[config.mk]
export PLATFORM = sky130hd
export DESIGN_NAME = key_ctrl
export DESIGN_NICKNAME = d
export VERILOG_FILES = /design/src/rtl/key_ctrl.sv
export SDC_FILE = /design/constraint.sdc
export NUM_CORES = 1
export LEC_CHECK = 0
export CAP_MARGIN = 30
export CORE_MARGIN = 2
export CORE_UTILIZATION = 62
export CTS_CLUSTER_DIAMETER = 40
export DETAILED_ROUTE_END_ITERATION = 10
export PLACE_DENSITY = 0.85
export SLEW_MARGIN = 40
export SYNTH_ARGS = -nofsm -noshare
export SYNTH_HDL_FRONTEND = slang
export SYNTH_SLANG_ARGS = --single-unit
[constraint.sdc]
create_clock -name i_BCLK -period 2.97 [get_ports i_BCLK]
set_input_delay 0.891 -clock i_BCLK [delete_from_list [all_inputs] [get_ports i_BCLK]]
set_output_delay 0.891 -clock i_BCLK [all_outputs]
set_load 0.01 [all_outputs]
[src/rtl/key_ctrl.sv]
// Push-button front end: per-key 2-FF synchronizer, debouncer and press-pulse
// generator, plus hold-to-repeat stepping on the two speed keys.
module key_ctrl #(
    parameter int DEBOUNCE_CYCLES = 30000,
    parameter int REPEAT_DELAY    = 600000,
    parameter int REPEAT_PERIOD   = 150000
) (
    input  logic       i_BCLK,
    input  logic       i_rst_n,
    input  logic [3:0] i_key_n,
    output logic       o_play,
    output logic       o_stop,
    output logic       o_speed_up,
    output logic       o_speed_down,
    output logic [3:0] o_held
);

    localparam int DB_W = (DEBOUNCE_CYCLES > 2) ? $clog2(DEBOUNCE_CYCLES) : 1;
    localparam int R_MAX = (REPEAT_DELAY > REPEAT_PERIOD) ? REPEAT_DELAY : REPEAT_PERIOD;
    localparam int RW = (R_MAX > 2) ? $clog2(R_MAX) : 1;

    localparam logic [DB_W-1:0] DB_LAST = DB_W'(DEBOUNCE_CYCLES - 1);
    localparam logic [RW-1:0]   RD_LOAD = RW'(REPEAT_DELAY - 1);
    localparam logic [RW-1:0]   RP_LOAD = RW'(REPEAT_PERIOD - 1);

    typedef enum logic [1:0] {
        S_IDLE,
        S_DELAY,
        S_REPEAT
    } rep_state_t;

    logic [3:0] sync1_q;
    logic [3:0] sync2_q;
    logic [3:0] key_s;
    logic [3:0] stable_q;
    logic [3:0] stable_d;
    logic [3:0] stable_prev_q;
    logic [3:0] press_q;
    logic [1:0] rep_pulse;
    logic       conflict;

    // Synchronizer idles at 1 so keys read as released out of reset.
    always_ff @(posedge i_BCLK or negedge i_rst_n) begin
        if (!i_rst_n) begin
            sync1_q <= 4'hF;
            sync2_q <= 4'hF;
        end else begin
            sync1_q <= i_key_n;
            sync2_q <= sync1_q;
        end
    end

    assign key_s = ~sync2_q;

    genvar gi;
    generate
        for (gi = 0; gi < 4; gi++) begin : g_debounce
            logic [DB_W-1:0] cnt_q;
            logic [DB_W-1:0] cnt_d;
            logic            stable_next;

            always_comb begin
                cnt_d       = '0;
                stable_next = stable_q[gi];
                if (key_s[gi] != stable_q[gi]) begin
                    if (cnt_q == DB_LAST) begin
                        stable_next = key_s[gi];
                    end else begin
                        cnt_d = cnt_q + DB_W'(1);
                    end
                end
            end

            always_ff @(posedge i_BCLK or negedge i_rst_n) begin
                if (!i_rst_n) begin
                    cnt_q <= '0;
                end else begin
                    cnt_q <= cnt_d;
                end
            end

            assign stable_d[gi] = stable_next;
        end
    endgenerate

    // Press pulse lands one cycle after the debounced level rises.
    always_ff @(posedge i_BCLK or negedge i_rst_n) begin
        if (!i_rst_n) begin
            stable_q      <= '0;
            stable_prev_q <= '0;
            press_q       <= '0;
        end else begin
            stable_q      <= stable_d;
            stable_prev_q <= stable_q;
            press_q       <= stable_q & ~stable_prev_q;
        end
    end

    assign conflict = stable_q[2] & stable_q[3];

    generate
        for (gi = 0; gi < 2; gi++) begin : g_repeat
            rep_state_t state_q;
            rep_state_t state_d;
            logic [RW-1:0] rcnt_q;
            logic [RW-1:0] rcnt_d;
            logic          rep;

            always_ff @(posedge i_BCLK or negedge i_rst_n) begin
                if (!i_rst_n) begin
                    state_q <= S_IDLE;
                    rcnt_q  <= '0;
                end else begin
                    state_q <= state_d;
                    rcnt_q  <= rcnt_d;
                end
            end

            // Release or both speed keys held overrides everything, pulse included.
            always_comb begin
                state_d = state_q;
                rcnt_d  = rcnt_q;
                rep     = 1'b0;
                if (!stable_q[gi+2] || conflict) begin
                    state_d = S_IDLE;
                    rcnt_d  = '0;
                end else begin
                    case (state_q)
                        S_IDLE: begin
                            if (press_q[gi+2]) begin
                                state_d = S_DELAY;
                                rcnt_d  = RD_LOAD;
                            end
                        end
                        S_DELAY, S_REPEAT: begin
                            if (rcnt_q == '0) begin
                                rep     = 1'b1;
                                state_d = S_REPEAT;
                                rcnt_d  = RP_LOAD;
                            end else begin
                                rcnt_d = rcnt_q - RW'(1);
                            end
                        end
                        default: begin
                            state_d = S_IDLE;
                            rcnt_d  = '0;
                        end
                    endcase
                end
            end

            assign rep_pulse[gi] = rep;
        end
    endgenerate

    assign o_play       = press_q[0];
    assign o_stop       = press_q[1];
    assign o_speed_up   = press_q[2] | rep_pulse[0];
    assign o_speed_down = press_q[3] | rep_pulse[1];
    assign o_held       = stable_q;

endmodule

# After elaboration in Yosys (flattened, before gate mapping)
# Cells that the tools add are included.
[totals]
output_inout_bits = 8
regBits = 124
input_bits = 6
word_cells = 90
[op_classes]
reduce_logical = 16
bitwise = 6
muxes = 30
addsub = 6
n_eq_ne = 16
[op_table]
columns = ["cell", "n"]
rows = [
  ["15-bit two-way mux", 8],
  ["20-bit two-way mux", 6],
  ["20-bit case mux with 2 select lines", 2],
  ["15-bit by 1-bit adder with 15-bit output, second input constant", 4],
  ["15-bit equality test, second input constant", 4],
  ["20-bit zero test", 2],
  ["20-bit by 1-bit subtractor with 20-bit output, second input constant", 2],
  ["2-bit two-way mux", 6],
  ["3-bit != test, second input constant", 4],
  ["2-bit AND reduction", 6],
  ["4-bit NOT", 2],
  ["2-bit case mux with 2 select lines", 2],
  ["1-bit two-way mux", 6],
  ["4-bit bitwise AND", 1],
  ["2-bit by 1-bit equality test with 1-bit output, second input constant", 2],
  ["2-bit equality test, second input constant", 2],
  ["2-bit zero test", 2],
  ["1-bit != test", 4],
  ["2-bit OR reduction", 2],
  ["1-bit zero test", 2],
  ["1-bit logical OR", 2],
  ["1-bit bitwise OR", 2],
  ["1-bit bitwise AND", 1],
]

# Depth between registers and ports, before layout
# Gate-level depths: netlist of run 1.
[logic_depth]
depth_word = 5
depth_mapped = 8
mapped_depth_nobuf = 7

# Worst setup path after synthesis of run 1
# No wires, ideal clock.
[synth_path]
kind = "reg-to-output"
start = "register g_repeat[1].rcnt_q[10]"
end = "output o_speed_down"
slack_ns = 0.260
arrival_time_ns = 1.819
path_stages_with_launch = 6
n_path_buf = 1
cell_sequence = "dfrtp_1 -> nor4_2 -> nand4_1 -> or2_1 -> clkbuf_1 -> o21ai_0"
[synth_via]
elab_chain_len = 5
[synth_lines]
columns = ["element", "line", "rtl"]
rows = [
  ["start: declaration", "105", "logic [RW-1:0] rcnt_q;"],
  ["start signal: assignment", "115", "rcnt_q <= rcnt_d;"],
  ["20-bit zero test", "136", "if (rcnt_q == '0) begin"],
  ["1-bit two-way mux", "136", ""],
  ["1-bit two-way mux", "128", "case (state_q)"],
  ["1-bit two-way mux", "124", "if (!stable_q[gi+2] || conflict) begin"],
  ["1-bit bitwise OR", "159", "assign o_speed_down = press_q[3] | rep_pulse[1];"],
  ["end: declaration", "14", "output logic o_speed_down,"],
]
# Every way passes these cells.

# Final worst setup path of run 1
[layout_path]
start = "register g_repeat[0].rcnt_q[1]"
end = "output o_speed_up"
[layout_via]
elab_chain_len = 5
[layout_lines]
columns = ["element", "line", "rtl"]
rows = [
  ["start: declaration", "105", ""],
  ["start signal: assignment", "115", ""],
  ["20-bit zero test", "136", ""],
  ["1-bit two-way mux", "136", ""],
  ["1-bit two-way mux", "128", ""],
  ["1-bit two-way mux", "124", ""],
  ["1-bit bitwise OR", "158", "assign o_speed_up = press_q[2] | rep_pulse[0];"],
  ["end: declaration", "13", "output logic o_speed_up,"],
]
# Every way passes these cells.

==> impl_results.md, run 1 <==
- Port buffer count: 13
- Outcome: finished, violations left
- Final Worst Setup Slack: -0.00442 ns
- Placed insts: 795
- Post-Synthesis Cells: 639
- DIE AREA: 0.0108 sq mm
- Max VDD drop: 0.354 mV
- P&R area growth vs syn: 19.8%
- Final period util: 100%
- Hold slack: 0.356 ns
- CTS Buffer Depth: 2
- Avg Inst Size Synth: 9.68 sq um
- Synth top area cells: dfrtp_1 47%, nor2_1 4.9%, xor2_1 4.7%, dfstp_2 3.4%, xnor2_1 3.4%
- Worst-Margin Slew: 0.784 ns
- Core area: 0.00973 sq mm
- Met2 routed WL: 7.45 mm
- Commonest cells in the synthesized netlist: 116 x dfrtp_1, 81 x nor2_1, 52 x nand2_1
- CTS tree: done
- DRC: 0
- Die Y: 104 um
- Synth cell types: 53
- CTS buffer count: 17
- Mapped Nets: 658
- Crit start category: register
- First-pass GRT wire length: 24.8 mm
- Seq/Total Area, Yosys: 50.3%
- Initial DRT Pass Iterations: 6
- Layout Cells excl Fill: 838
- Top cell type's share of synthesized area: 46.9%
- Critical path class: register to output pin
- Final hold violation count: 0
- Fmax: 0.336 GHz
- Final setup fails: 1
- Failing checks: negative setup slack
- Worst setup EP type: output pin
- Async set-or-reset flop fraction in the synthesized netlist: 100%
- CP Max Fanout: 4
- DPL Wire Length: 8.84 mm
- Setup Skew: 0.00621 ns
- Final wirelength: 14.7 mm
- Post-Synthesis Cell Area: 0.00618 sq mm
- Register bit total from synthesis: 124
- Vias in the first global route: 5240
- Nets: 711
- Register clock-pin slew on the reported worst setup and hold paths: 0.06 ns
- Synth Flop Type: dfrtp_1
- Yosys top cell by area: dfrtp_1
- Gr usage total: 28.4%
- Met3 wire length: 968 um
- Die X: 104 um
- WP data required: 2.08 ns
- Overflow after GRT: 0
- DR vias/cell: 6.33
- Relative slew slack: 47.6%
- Max Used Layer: met4
- CTS root buf: clkbuf_8
- Pwr dens: 550 mW/mm^2
- LEAKAGE: 0.00345 uW
- Wire length on met1: 6.03 mm
- Clock net sink count: 124
- Most numerous cell in the Yosys netlist: dfrtp_1
- Worst-Skew Late Latency: 0.53 ns
- Boundary pin count: 14
- Min Tclk post-route: 2.97 ns
- Share of layout cells above drive strength 1: 14.0%
- Core Rows: 36
- WL/cell: 17.6 um
- Largest net degree at the start of global routing: 51
- # Max-Cap Violations: 0
- Routed via count: 5306
- H-tree levels: 4
- Routed Antenna Nets: 0
- Synth warn: 0
- Fin util: 76.2%
- Post-synth EDFFs: 0
- Final slew viol count: 0
- Worst Hold Class: register to register
- RSZ-0062 raised after global routing: yes
- DRT iter0 DRCs: 368
- Initial antenna violation count: 0
- Ant. Diodes: 0
- Starting Density: 63.6%
- GPL Wtd Cong: 0.922
- Crit path DAT: 2.08 ns
flip-flops by register name (all words and copies together) (netlist names):
signal / cells
press_q: 4
g_debounce.cnt_q: 60
g_repeat.state_q: 4
stable_prev_q: 4
g_repeat.rcnt_q: 40
sync2_q: 4
o_held: 4
sync1_q: 4
power by group:
part,switching (uW),internal [uW]
combinational,57.2,24.5
clock,750,1510
sequential,16.9,1710
total,824,3250
area by class of cell:
class	count	area, sq um
Timing Repair Buffer	49	407
Clock inverter	11	189
Inverter	15	56.3
Tap cell	133	166
Multi-Input combinational cell	485	3020
Clock buffer	21	459
Sequential cell	124	3120
Fill cell	605	2320
cell families after synthesis:
family | synth area share [%]
AND/OR/NAND/NOR | 24.2
AO/OA/AOI/OAI | 12.9
flip-flops | 50.3
adder cells (fa/ha/maj) | 2.63
buffers and inverters | 1.90
XOR/XNOR | 8.07
final timing paths:
check	from	endpoint	slack [ns]	cells past startpoint
worst min-delay path	sync1_q[3]$_DFF_PN1_	sync2_q[3]$_DFF_PN1_	0.36	0
max in group asynchronous	i_rst_n	sync2_q[1]$_DFF_PN1_	1.81	2
worst max-delay path	g_repeat[0].rcnt_q[1]$_DFFE_PN0P_	o_speed_up	-0.004	7
worst max register to register	g_repeat[1].rcnt_q[0]$_DFFE_PN0P_	g_repeat[1].rcnt_q[14]$_DFFE_PN0P_	0.35	7
min in group asynchronous	i_rst_n	g_debounce[1].cnt_q[11]$_DFF_PN0_	0.40	1
worst min register to register	sync1_q[3]$_DFF_PN1_	sync2_q[3]$_DFF_PN1_	0.36	0
metrics by stage:
stage / setup WS, ns / power, uW / TNS (ns) / area [sq um]
2_1_floorplan: 0.260 / 1780 / 0 / 6180
3_3_place_gp: 0.0919 / 1830 / 0 / 6620
3_5_place_dp: 0.0694 / 1840 / 0 / 6620
4_1_cts: -0.121 / 4090 / -0.121 / 7360
5_1_grt: -0.0576 / 4180 / -0.0576 / 7410
6_report: -0.00442 / 4070 / -0.00442 / 7410
cell usage in the layout (no fill, tap or decap), types with 13 or more instances in the layout:
cell type / synthesis / final
dfrtp_1: 116 / 113
nor2_1: 81 / 81
nand2_1: 52 / 52
a21oi_1: 40 / 40
buf_4: 0 / 36
nand3_1: 33 / 33
xor2_1: 33 / 33
o21ai_0: 32 / 31
xnor2_1: 24 / 24
and3_1: 22 / 22
nor3_1: 18 / 17
clkbuf_16: 0 / 16
inv_1: 15 / 15
o21ai_1: 12 / 13
ha_1: 13 / 13
what timing repair did:
item | 4_1_cts | 5_1_grt
buffers inserted | 7 | 4
hold buffers | 0 | 0
pin swaps | 8 | 3
setup endpoints to repair | 2 | 2
resized for setup | 18 | 4
metal layers:
layer | vias to the layer above | global-route usage, %
li1 | 2403 | -
met4 | 0 | 10.4
met5 | - | 0
met3 | 41 | 7.89
met2 | 222 | 46.6
met1 | 2640 | 36.2
worst max-delay path, cell delays in order, from the launching register on:
cell and delay [ns]:
dfrtp_1 0.42, inv_1 0.10, ha_1 0.18, nor4b_2 0.15, and3_1 0.23, and2_4 0.15, a31o_4 0.21, buf_6 0.11
No activity file was read; power rests on OpenSTA's default activity.
==> run 2: changes to the inputs <==
- ABC_CLOCK_PERIOD_IN_PS: default -> 2970
==> results of run 2 <==
No change in the layout: final DEF, timing and power equal those of run 1.
==> run 3: changes to the inputs <==
- CORE_UTILIZATION: 62 -> 55
- PLACE_DENSITY: 0.85 -> 0.77
==> impl_results.md, run 3 (synthesis gave the netlist of run 1 again) <==
- Crit start category: register
- Worst-Skew Late Latency: 0.52 ns (about the same)
- Max VDD drop: 0.443 mV (+25%)
- Starting Density: 56.8% (-6.8 points)
- Final Worst Setup Slack: 0.00841 ns (+0.0128 ns)
- Clock net sink count: 124 (unchanged)
- CTS Buffer Depth: 2 (unchanged)
- Die Y: 110 um (+5.9%)
- # Max-Cap Violations: 0 (unchanged)
- Final slew viol count: 0 (unchanged)
- H-tree levels: 4 (unchanged)
- Worst-Margin Slew: 0.726 ns (-0.0579 ns)
- Sw power: 764 uW (-7.3%)
- M2 GR Usage: 41.1% (-5.4 points)
- Sequential cell area: 0.00312 sq mm (about the same)
- Met1 Track Usage GR: 33.1% (-3.1 points)
- Net Sw Frac: 19.7% (-0.57 points)
- Layout Cells excl Fill: 859 (+2.5%)
- Routed Antenna Nets: 0 (unchanged)
- Setup TNS: 0 ns (+0.00442 ns)
- Die X: 110 um (+5.9%)
- Max stage delay on crit path: 0.57 ns (+0.15 ns)
- Largest net degree at the start of global routing: 44 (-14%)
- Overflow after GRT: 0 (unchanged)
- Outcome: finished, final reports clean
- Met3 Usage GRT: 6.70% (-1.2 points)
- DIE AREA: 0.0121 sq mm (+12%)
- Crit path DAT: 2.07 ns (about the same)
- Fmax: 0.338 GHz (+0.43%)
- First-pass GRT wire length: 23.9 mm (-3.9%)
- Hold slack: 0.354 ns (-0.00184 ns)
- Port buffer count: 13 (unchanged)
- RSZ-0062 raised after global routing: yes
- Buf/Inv on CP: 1 (-1)
- DRT iter0 DRCs: 383 (+4.1%)
- Gr busiest metal: met2
- Share of layout cells above drive strength 1: 15.6% (+1.5 points)
- CTS tree: done
- Register clock-pin slew on the reported worst setup and hold paths: 0.06 ns (about the same)
- WL/cell: 16.5 um (-6.3%)
- Critical path class: register to output pin
- # fillers: 771 (+27%)
- Max FFs per register: 60 (unchanged)
- Pwr dens: 519 mW/mm^2 (-5.5%)
- Final period util: 99.7% (-0.43 points)
- Nets: 725 (+2.0%)
- Relative slew slack: 51.4% (+3.9 points)
- Routed via count: 5166 (-2.6%)
- Internal power: 3120 uW (-3.9%)
- LEAKAGE: 0.00351 uW (+1.9%)
- Min Tclk post-route: 2.96 ns (-0.0128 ns)
- Final setup fails: 0 (-1)
- Crit-path cells: or4_4 -> nor4_4 -> and2_4 -> a31o_4 -> buf_6
- Core Rows: 38 (+5.6%)
- DRC: 0 (unchanged)
- Leading cell types in the layout, fill and taps excluded: 114 x dfrtp_1, 81 x nor2_1, 52 x nand2_1
- Ant. Diodes: 0 (unchanged)
- Hold Buf Count CTS: 0 (unchanged)
- Initial DRT Pass Iterations: 7 (+1)
- P&R area growth vs syn: 21.1%
- Area of the multi-input gates: 0.00302 sq mm (+0.29%)
- Final wirelength: 14.2 mm (-3.9%)
- Gr usage total: 25.3% (-3.0 points)
- Initial antenna violation count: 0 (unchanged)
- Worst setup EP type: output pin
- Seq pwr share: 44.5% (+2.0 points)
- WP data required: 2.08 ns (about the same)
- Most common cell after layout, fill and taps aside: dfrtp_1
- DR vias/cell: 6.01 (-5.0%)
- DPL Wire Length: 8.88 mm (+0.44%)
- Final hold violation count: 0 (unchanged)
- GPL Wtd Cong: 0.888 (-3.7%)
- Worst Hold Class: register to register
- Boundary pin count: 14 (unchanged)
- Vias in the first global route: 5076 (-3.1%)
- CP top delay family: simple AND/OR/NAND/NOR gates
- Largest regs: g_debounce.cnt_q x60, g_repeat.rcnt_q x40
- Combinational share of power: 2.1% (about the same)
- Placed insts: 809 (+1.8%)
- CTS root buf: clkbuf_8
- Most flop-heavy register: g_debounce.cnt_q
- CP Max Fanout: 2 (-2)
- Setup Skew: 0.00727 ns (+0.00106 ns)
- Crit-path slowest cell: or4_4
- CTS buffer count: 17 (unchanged)
- Clk network pwr share: 53.4% (-2.1 points)
- Setup WS pre-CTS: 0.0598 ns (-0.00954 ns)
- Core area: 0.0109 sq mm (+12%)
run 3: cell types whose count changed in the layout (fill, tap and decap cells not counted), moves of 2 or more:
cell,previous run,this run
buf_4,36,50
bufinv_16,5,3
clkbuf_8,4,6
clkinvlp_4,2,0
clkbuf_1,1,3
run 3: worst paths after layout:
check                                              startpoint                            endpoint  slack [ns]  cells after the start
hold / removal                           sync1_q[2]$_DFF_PN1_                sync2_q[2]$_DFF_PN1_        0.35                      0
max in group asynchronous                             i_rst_n                sync1_q[3]$_DFF_PN1_        1.86                      2
setup reg to reg           g_repeat[1].rcnt_q[10]$_DFFE_PN0P_  g_repeat[1].rcnt_q[19]$_DFFE_PN0P_        0.11                     17
min in group asynchronous                             i_rst_n   g_repeat[0].rcnt_q[5]$_DFFE_PN0P_        0.36                      1
hold reg to reg                          sync1_q[2]$_DFF_PN1_                sync2_q[2]$_DFF_PN1_        0.35                      0
setup / recovery           g_repeat[0].rcnt_q[12]$_DFFE_PN0P_                          o_speed_up       0.008                      5
run 3: metrics by stage:
| stage | utilization [%] | total power, uW | area, sq um |
|---|---|---|---|
| 6_report | 68.8 | 3890 | 7490 |
| 5_1_grt | 68.8 | 4020 | 7490 |
| 4_1_cts | 68.2 | 3920 | 7430 |
| 3_5_place_dp | 61.3 | 1840 | 6680 |
| 3_3_place_gp | 61.3 | 1840 | 6680 |
| 2_1_floorplan | - | 1780 | 6180 |
run 3: layer usage:
metal  wire length [um]  vias to the layer above
li1                   -                     2427
met1               6140                     2521
met2               7050                      191
met3                762                       27
met4                216                        0
met5                  0                        -
run 3: final cells by class:
type                            instances  area share (%)
Tap cell                              140            2.34
Clock buffer                           25            6.60
Multi-Input combinational cell        485            40.4
Clock inverter                          7            1.47
Timing Repair Buffer                   63            6.83
Sequential cell                       124            41.6
Inverter                               15           0.752
run 3: what timing repair did:
item	CTS	global route
setup buffers	16	4
endpoints found under the setup margin	2	6
pin swaps	5	8
gates resized for setup	13	11
run 3: power groups by stage:
stage / combinational [uW] / clock, uW / sequential [uW]
after floorplan: 29.6 / 0 / 1750
after global placement: 79.6 / 0 / 1760
after detailed placement: 82.6 / 0 / 1760
after CTS: 84.0 / 2100 / 1730
after global routing: 94.8 / 2190 / 1730
final: 80.9 / 2080 / 1730
